## src/rtl/game_session_fsm_pkg.sv

```systemverilog
// game_session_fsm_pkg: shared state encodings and default widths for the session sequencer
package game_session_fsm_pkg;
  localparam int SCORE_W_DEF = 10;
  typedef enum logic [2:0] {
    ST_IDLE      = 3'd0,
    ST_COUNTDOWN = 3'd1,
    ST_PLAY      = 3'd2,
    ST_PAUSE     = 3'd3,
    ST_OVER      = 3'd4
  } state_t;
endpackage

```

## src/rtl/game_session_fsm_press_debounce.sv

```systemverilog
// press_debounce: one-cycle press strobe once raw is stably high; re-arms after a stable low
module press_debounce #(
  parameter int PRESS_MIN_CYC = 50_000
) (
  input  logic clk,
  input  logic rst,
  input  logic raw,
  output logic press
);
  localparam int CW = $clog2(PRESS_MIN_CYC + 1);
  logic [CW-1:0] cnt;
  logic level;
  logic done;
  // cnt tracks consecutive cycles where raw disagrees with the accepted level
  assign done = (raw != level) && (cnt == CW'(PRESS_MIN_CYC - 1));
  always_ff @(posedge clk or posedge rst)
    if (rst) begin
      cnt   <= '0;
      level <= 1'b0;
      press <= 1'b0;
    end else begin
      cnt   <= (raw == level || done) ? '0 : cnt + 1'b1;
      level <= done ? raw : level;
      press <= done && raw;
    end
endmodule

```

## src/rtl/game_session_fsm.sv

```systemverilog
// game_session_fsm: whack-a-mole session sequencer (countdown, play/pause, game over, high score)
module game_session_fsm
  import game_session_fsm_pkg::*;
#(
  parameter int CLK_HZ        = 50_000_000,
  parameter int COUNTDOWN_S   = 3,
  parameter int OVER_HOLD_S   = 5,
  parameter int PRESS_MIN_CYC = 50_000,
  parameter int SCORE_W       = SCORE_W_DEF
) (
  input  logic               clk,
  input  logic               rst,
  input  logic               start_raw,
  input  logic               pause_raw,
  input  logic               game_over,
  input  logic [SCORE_W-1:0] score,
  output logic               game_rst_n,
  output logic               game_run,
  output logic [2:0]         state,
  output logic [3:0]         countdown,
  output logic [SCORE_W-1:0] final_score,
  output logic [SCORE_W-1:0] high_score,
  output logic               new_record
);
  localparam int TW = $clog2(CLK_HZ + 1);
  state_t state_q, state_n;
  logic [TW-1:0] tick_cnt;
  logic [3:0] hold;
  logic start_p, pause_p, timing, tick, chg, over_in;

  press_debounce #(.PRESS_MIN_CYC(PRESS_MIN_CYC)) u_start_db (.clk(clk), .rst(rst), .raw(start_raw), .press(start_p));
  press_debounce #(.PRESS_MIN_CYC(PRESS_MIN_CYC)) u_pause_db (.clk(clk), .rst(rst), .raw(pause_raw), .press(pause_p));

  assign state   = state_q;
  assign timing  = (state_q == ST_COUNTDOWN) || (state_q == ST_OVER);
  assign tick    = timing && (tick_cnt == TW'(CLK_HZ - 1));
  assign chg     = state_n != state_q;
  assign over_in = chg && (state_n == ST_OVER);

  always_comb begin
    state_n = state_q;
    case (state_q)
      ST_IDLE:      state_n = start_p ? ST_COUNTDOWN : ST_IDLE;
      ST_COUNTDOWN: state_n = (tick && countdown == 4'd1) ? ST_PLAY : ST_COUNTDOWN;
      ST_PLAY:      state_n = game_over ? ST_OVER : pause_p ? ST_PAUSE : ST_PLAY;
      ST_PAUSE:     state_n = game_over ? ST_OVER : pause_p ? ST_PLAY : ST_PAUSE;
      ST_OVER:      state_n = (start_p && hold == 4'(OVER_HOLD_S)) ? ST_COUNTDOWN : ST_OVER;
      default:      state_n = ST_IDLE;
    endcase
  end

  always_ff @(posedge clk or posedge rst)
    if (rst) begin
      state_q     <= ST_IDLE;
      tick_cnt    <= '0;
      hold        <= '0;
      countdown   <= '0;
      final_score <= '0;
      high_score  <= '0;
      new_record  <= 1'b0;
      game_rst_n  <= 1'b0;
      game_run    <= 1'b0;
    end else begin
      state_q     <= state_n;
      tick_cnt    <= (chg || !timing || tick) ? '0 : tick_cnt + 1'b1;
      hold        <= chg ? '0 : (state_q == ST_OVER && tick && hold != 4'(OVER_HOLD_S)) ? hold + 1'b1 : hold;
      countdown   <= (chg && state_n == ST_COUNTDOWN) ? 4'(COUNTDOWN_S) :
                     (state_q == ST_COUNTDOWN && tick) ? countdown - 1'b1 : countdown;
      final_score <= over_in ? score : final_score;
      high_score  <= (over_in && score > high_score) ? score : high_score;
      new_record  <= over_in ? (score > high_score) : chg ? 1'b0 : new_record;
      game_rst_n  <= (state_n == ST_PLAY) || (state_n == ST_PAUSE) || (state_n == ST_OVER);
      game_run    <= state_n == ST_PLAY;
    end
endmodule

```

## config.mk

```make
export PLATFORM = sky130hd
export DESIGN_NAME = game_session_fsm
export DESIGN_NICKNAME = d
export VERILOG_FILES = /design/src/rtl/game_session_fsm_pkg.sv /design/src/rtl/game_session_fsm_press_debounce.sv /design/src/rtl/game_session_fsm.sv
export SDC_FILE = /design/constraint.sdc
export NUM_CORES = 1
export LEC_CHECK = 0
export CAP_MARGIN = 25
export CELL_PAD_IN_SITES_DETAIL_PLACEMENT = 1
export CELL_PAD_IN_SITES_GLOBAL_PLACEMENT = 2
export CORE_MARGIN = 4
export CORE_UTILIZATION = 34
export CTS_BUF_LIST = sky130_fd_sc_hd__clkbuf_4 sky130_fd_sc_hd__clkbuf_8 sky130_fd_sc_hd__clkbuf_16
export DETAILED_ROUTE_END_ITERATION = 7
export HOLD_SLACK_MARGIN = 0.1
export PLACE_DENSITY_LB_ADDON = 0.1
export SLEW_MARGIN = 10
export SYNTH_ARGS = -nofsm -noshare
export SYNTH_HDL_FRONTEND = slang
export SYNTH_SLANG_ARGS = --single-unit
```

## constraint.sdc

```tcl
create_clock -name clk -period 3.2 [get_ports clk]
set_input_delay 0.48 -clock clk [delete_from_list [all_inputs] [get_ports clk]]
set_output_delay 0.48 -clock clk [all_outputs]
set_load 0.02 [all_outputs]
```

After elaboration in Yosys (flattened, before gate mapping). Cells that the tools add are included.

Output and inout port bits: 30. Register bits after elaboration: 96. Input bits: 15. Word-level logic and storage cells: 82.

Order comparisons: 1. Equality and inequality tests: 19. Multiplexer cells: 17. Reductions and logical operators: 25. Add/sub/neg operators: 5.

Operators with widths (number): $add 16x1->16 const B (2); $eq 16x16->1 const B (2); $mux 16 (2); $add 26x1->26 const B (1); $eq 26x26->1 const B (1); $mux 26 (1); $mux 4 (4); $pmux 3 s5 (1); $logic_and 1x1->1 (13); $eq 3x2->1 const B (4); $gt 10x10->1 (1); $mux 3 (3); $logic_or 1x1->1 (7); $eq 3x1->1 const B (2); $eq 3x3->1 const B (2); $reduce_bool 2->1 (3); $mux 1 (5); $add 4x1->4 const B (1); $eq 4x1->1 const B (1); $eq 4x3->1 const B (1); $ne 4x3->1 const B (1); $sub 4x1->4 const B (1); $logic_not 3->1 (1); $ne 3x3->1 (1); other kinds (4) (6).

Depth between registers and ports, before layout.
Word-level depth: 10. Depth in mapped cells: 8. Depth with buffers taken out: 7.

Cells and area by module. From an unflattened synthesis, not the netlist that was laid out.

Cells, all modules: 486. Area, all modules: 5013.6 µm².

Modules (own cells, without submodules): game_session_fsm (area an instance 3169.3 µm², instances 1, seq. area each 1501.4 µm², cells an instance 306); press_debounce (area an instance 922.1 µm², instances 2, seq. area each 450.4 µm², cells an instance 90).

Worst setup path after synthesis. No wires, ideal clock.

Kind: register to register. Start point: register high_score[5]. End point: register high_score[0]. Required time: 3.075 ns. Setup slack: 1.209 ns. Library setup time: 0.125 ns. Cell stages (with the launch flop): 9. Arrival time: 1.866 ns. Buffers on the path: 1. Period minus slack after synthesis: 1.991 ns. Path through: dfrtp_1 inv_1 ha_1 and4_1 o21ai_0 a31oi_1 o21a_1 buf_2 mux2_2.

Longest elaborated chain between the ends: 2.

RTL lines: start: declaration (line game_session_fsm.sv:22) `output logic [SCORE_W-1:0] high_score,`; start signal: assignment (line game_session_fsm.sv:70) `high_score <= (over_in && score > high_score) ? score : high_score;`; $gt 10x10->1 (line game_session_fsm.sv:70); $logic_and 1x1->1 (line game_session_fsm.sv:70).

Every way passes these cells. A chain may end at the register's enable or synchronous reset.

Worst setup path after layout.
Start point: input port score[5]. End point: register high_score[7].

Longest elaborated chain between the ends: 2.

RTL lines: start: declaration (line game_session_fsm.sv:16) `input logic [SCORE_W-1:0] score,`; $gt 10x10->1 (line game_session_fsm.sv:70); $logic_and 1x1->1 (line game_session_fsm.sv:70).

Every way passes these cells.

==> run metrics <==
Die Footprint=15800 um^2; clk_lat worst skew=340 ps; number of flops mapped to enable cells by yosys=0; initial antenna violation count=0; vias in the first global route=3606; gr ovfl total=0; largest net degree at the start of global routing=50; Worst-path clk slew=70 ps; Slew Limit Fails=0; die width=126 um; compound-cell area share of the yosys netlist=3.82%; FF/Latch Area=2400 um^2; placed insts=665; first-pass GRT wire length=18.0 mm; HPWL Detailed=7.32 mm; CP startpoint kind=primary input; cell family with most CP delay=compound AO/OA/AOI/OAI gates; Ys Warns=0; Req. time, crit path=3430 ps; # resized after CTS=0; # Post-CTS Setup Buffers=0; dominant synthesized flop cell=dfrtp_1; Die Y=126 um; Max FO, Critical Path=11; power density over the cells=427 nW/um^2; Setup Crit Path Kind=primary input to flip-flop; core area=13400 um^2; ratio of cells with drive above 1 in the final layout=10.3%; Net count, final=532; drt via density=4.92; crit-path max cell delay=480 ps; f_max=423 MHz; gr usage total=13.8%; DRC errors left=0; multiplexer share of the synthesized area=5.25%; Synth Area in XOR/XNOR=10.4%; maximum clock path buffer count=2; Post-Route Setup TNS=0 ps; Post-Synth Simple-Gate Area=22.4%; I/O Pins=45; area occupied by multi-input gates=2190 um^2; Hold Violations, Final=0; CTS Buf Count=9; worst min path class=flip-flop to flip-flop; Synth Area in Adders=4.51%; DR iter-0 viols=58; Mapped Cells=448; cell breakdown of the critical path=clkdlybuf4s50_1 -> ha_1 -> and4_1 -> o21ai_0 -> a31oi_1 -> o21a_1 -> mux2_2; DRT Wirelength=10.2 mm; Finished Layout Cells=681; area grow syn2layout=20.5%; dpl ws=475 ps; RSZ-0062 raised after global routing=false; initial core utilization=35.2%; post-route ant nets=0; Mapped Area=4720 um^2; DR pass1 iterations=4; Slew HR=49.8%; Peak supply drop=0.212 mV; Pleak=2.49 nW; Critical-path top delay cell=o21a_1; CTS Sinks=96; register area share after synthesis=50.9%; Net Count, Synth=480; Final Skew=7.08 ps; Tmin final=2360 ps; CTS tree=done; Post-Syn Area per Cell=10.5 um^2; Worst Path Buf+Inv=1; Setup-failing EPs final=0; crit share post-route=73.9%; Reg2Reg Setup Slack=1010 ps; Yosys reg bits=96; largest family of logic cells by synthesized area=simple AND/OR/NAND/NOR gates; library cells used by synthesis=48; num rows=42; wire per inst=15.0 um; input/output buffers=44; maxcap violations=0; Least-Margin Pin Slew=746 ps; CTS Hold Bufs=0; status=finished, final reports clean; Final Wtd Congestion=0.721; setup ws final=836 ps; Synth async-reset ratio=100%; crit path capture type=flip-flop; Filler Cells Inserted=1492; Root Driver=clkbuf_16; H-tree lvl count=3; antenna cells=0; post-layout util=42.4%; Vias=3350; WP data arrival=2590 ps
[state kept, by name, indices dropped and copies added (netlist names), 3 cells and up]
| register | flops |
|---|---|
| countdown | 4 |
| state | 3 |
| tick_cnt | 26 |
| u_pause_db.cnt | 16 |
| u_start_db.cnt | 16 |
| hold | 4 |
| high_score | 10 |
| final_score | 10 |
[final timing paths]
check                             startpoint           endpoint  depth (start not counted)
max                                 score[5]      high_score[7]                          7
min                        u_pause_db.cnt[0]  u_pause_db.cnt[0]                          1
max reg2reg                      tick_cnt[0]        tick_cnt[7]                          7
min reg2reg                u_pause_db.cnt[0]  u_pause_db.cnt[0]                          1
max in group asynchronous                rst  u_start_db.cnt[7]                          3
min in group asynchronous                rst     final_score[5]                          2
[cell type report]
| type | count | share of cell area, % |
|---|---|---|
| Timing Repair Buffer | 48 | 8.50 |
| Multi-Input combinational cell | 321 | 38.5 |
| Sequential cell | 96 | 42.3 |
| Tap cell | 176 | 3.87 |
| Clock buffer | 11 | 4.23 |
| Clock inverter | 5 | 1.01 |
| Inverter | 24 | 1.63 |
[per-stage QoR]
stage	power, mW	instance area [um^2]	hold WS (ps)
after CTS	2.47	5680	483
after global routing	2.54	5680	515
after floorplan	1.32	4720	433
after detailed placement	1.36	5390	468
after global placement	1.36	5390	455
final	2.43	5680	479
[cell usage after synthesis (4+ instances only)]
master | n | share of area (%)
a21oi_1 | 9 | 0.96
nor2_1 | 67 | 5.3
nand4_1 | 15 | 2.0
inv_1 | 24 | 1.9
or3_1 | 8 | 1.1
nand2_1 | 25 | 2.0
and3_1 | 15 | 2.0
o21ai_0 | 9 | 0.96
xnor2_1 | 24 | 4.5
nand3_1 | 26 | 2.8
xor2_1 | 32 | 5.9
nor3b_1 | 5 | 0.80
nor4_1 | 5 | 0.66
mux2_2 | 22 | 5.3
ha_1 | 17 | 4.5
nor3_1 | 4 | 0.42
o21a_1 | 4 | 0.64
dfrtp_1 | 96 | 51
and4_1 | 8 | 1.5
[power by group]
group | total (mW) | internal, mW | switching, mW
Sequential | 1.24 | 1.23 | 0.0118
Clock | 1.09 | 0.622 | 0.468
Combinational | 0.0995 | 0.0394 | 0.0601
[logic make-up after synthesis]
group / count (synthesis)
multiplexers: 22
XOR/XNOR: 56
adder cells (fa/ha/maj): 17
flip-flops: 96
buffers and inverters: 31
AO/OA/AOI/OAI: 30
AND/OR/NAND/NOR: 196
[worst reg2reg max path, cell delays in order, from the launching register on]
cell     delay [ps]
dfrtp_1         390
ha_1            220
nand4_1         240
nor2_2          340
nand3_1         140
nand2_1         380
buf_4           300
nor2_1           70
[cell usage in the layout, fill, tap and decap left out, types with 4 or more instances in the layout]
master	instances
or3_1	8
clkbuf_16	9
xor2_1	32
o21ai_0	9
nand4_1	15
xnor2_1	24
nor3_1	4
inv_1	23
nor4_1	5
a21oi_1	9
nor3b_1	5
and3_1	15
nand2_1	25
ha_1	17
clkdlybuf4s50_1	44
nor2_1	67
nand3_1	26
mux2_2	22
and4_1	8
dfrtp_1	96
o21a_1	4
[metal layers]
layer  vias to the layer above  wire (um)  GRT usage (%)
li1                       1641          -              -
met1                      1667       5030           18.9
met2                        30       4750           22.1
met3                        12        261           2.20
met4                         0        172           5.11
met5                         -          0              0
Power figures use the tool's default switching activity.
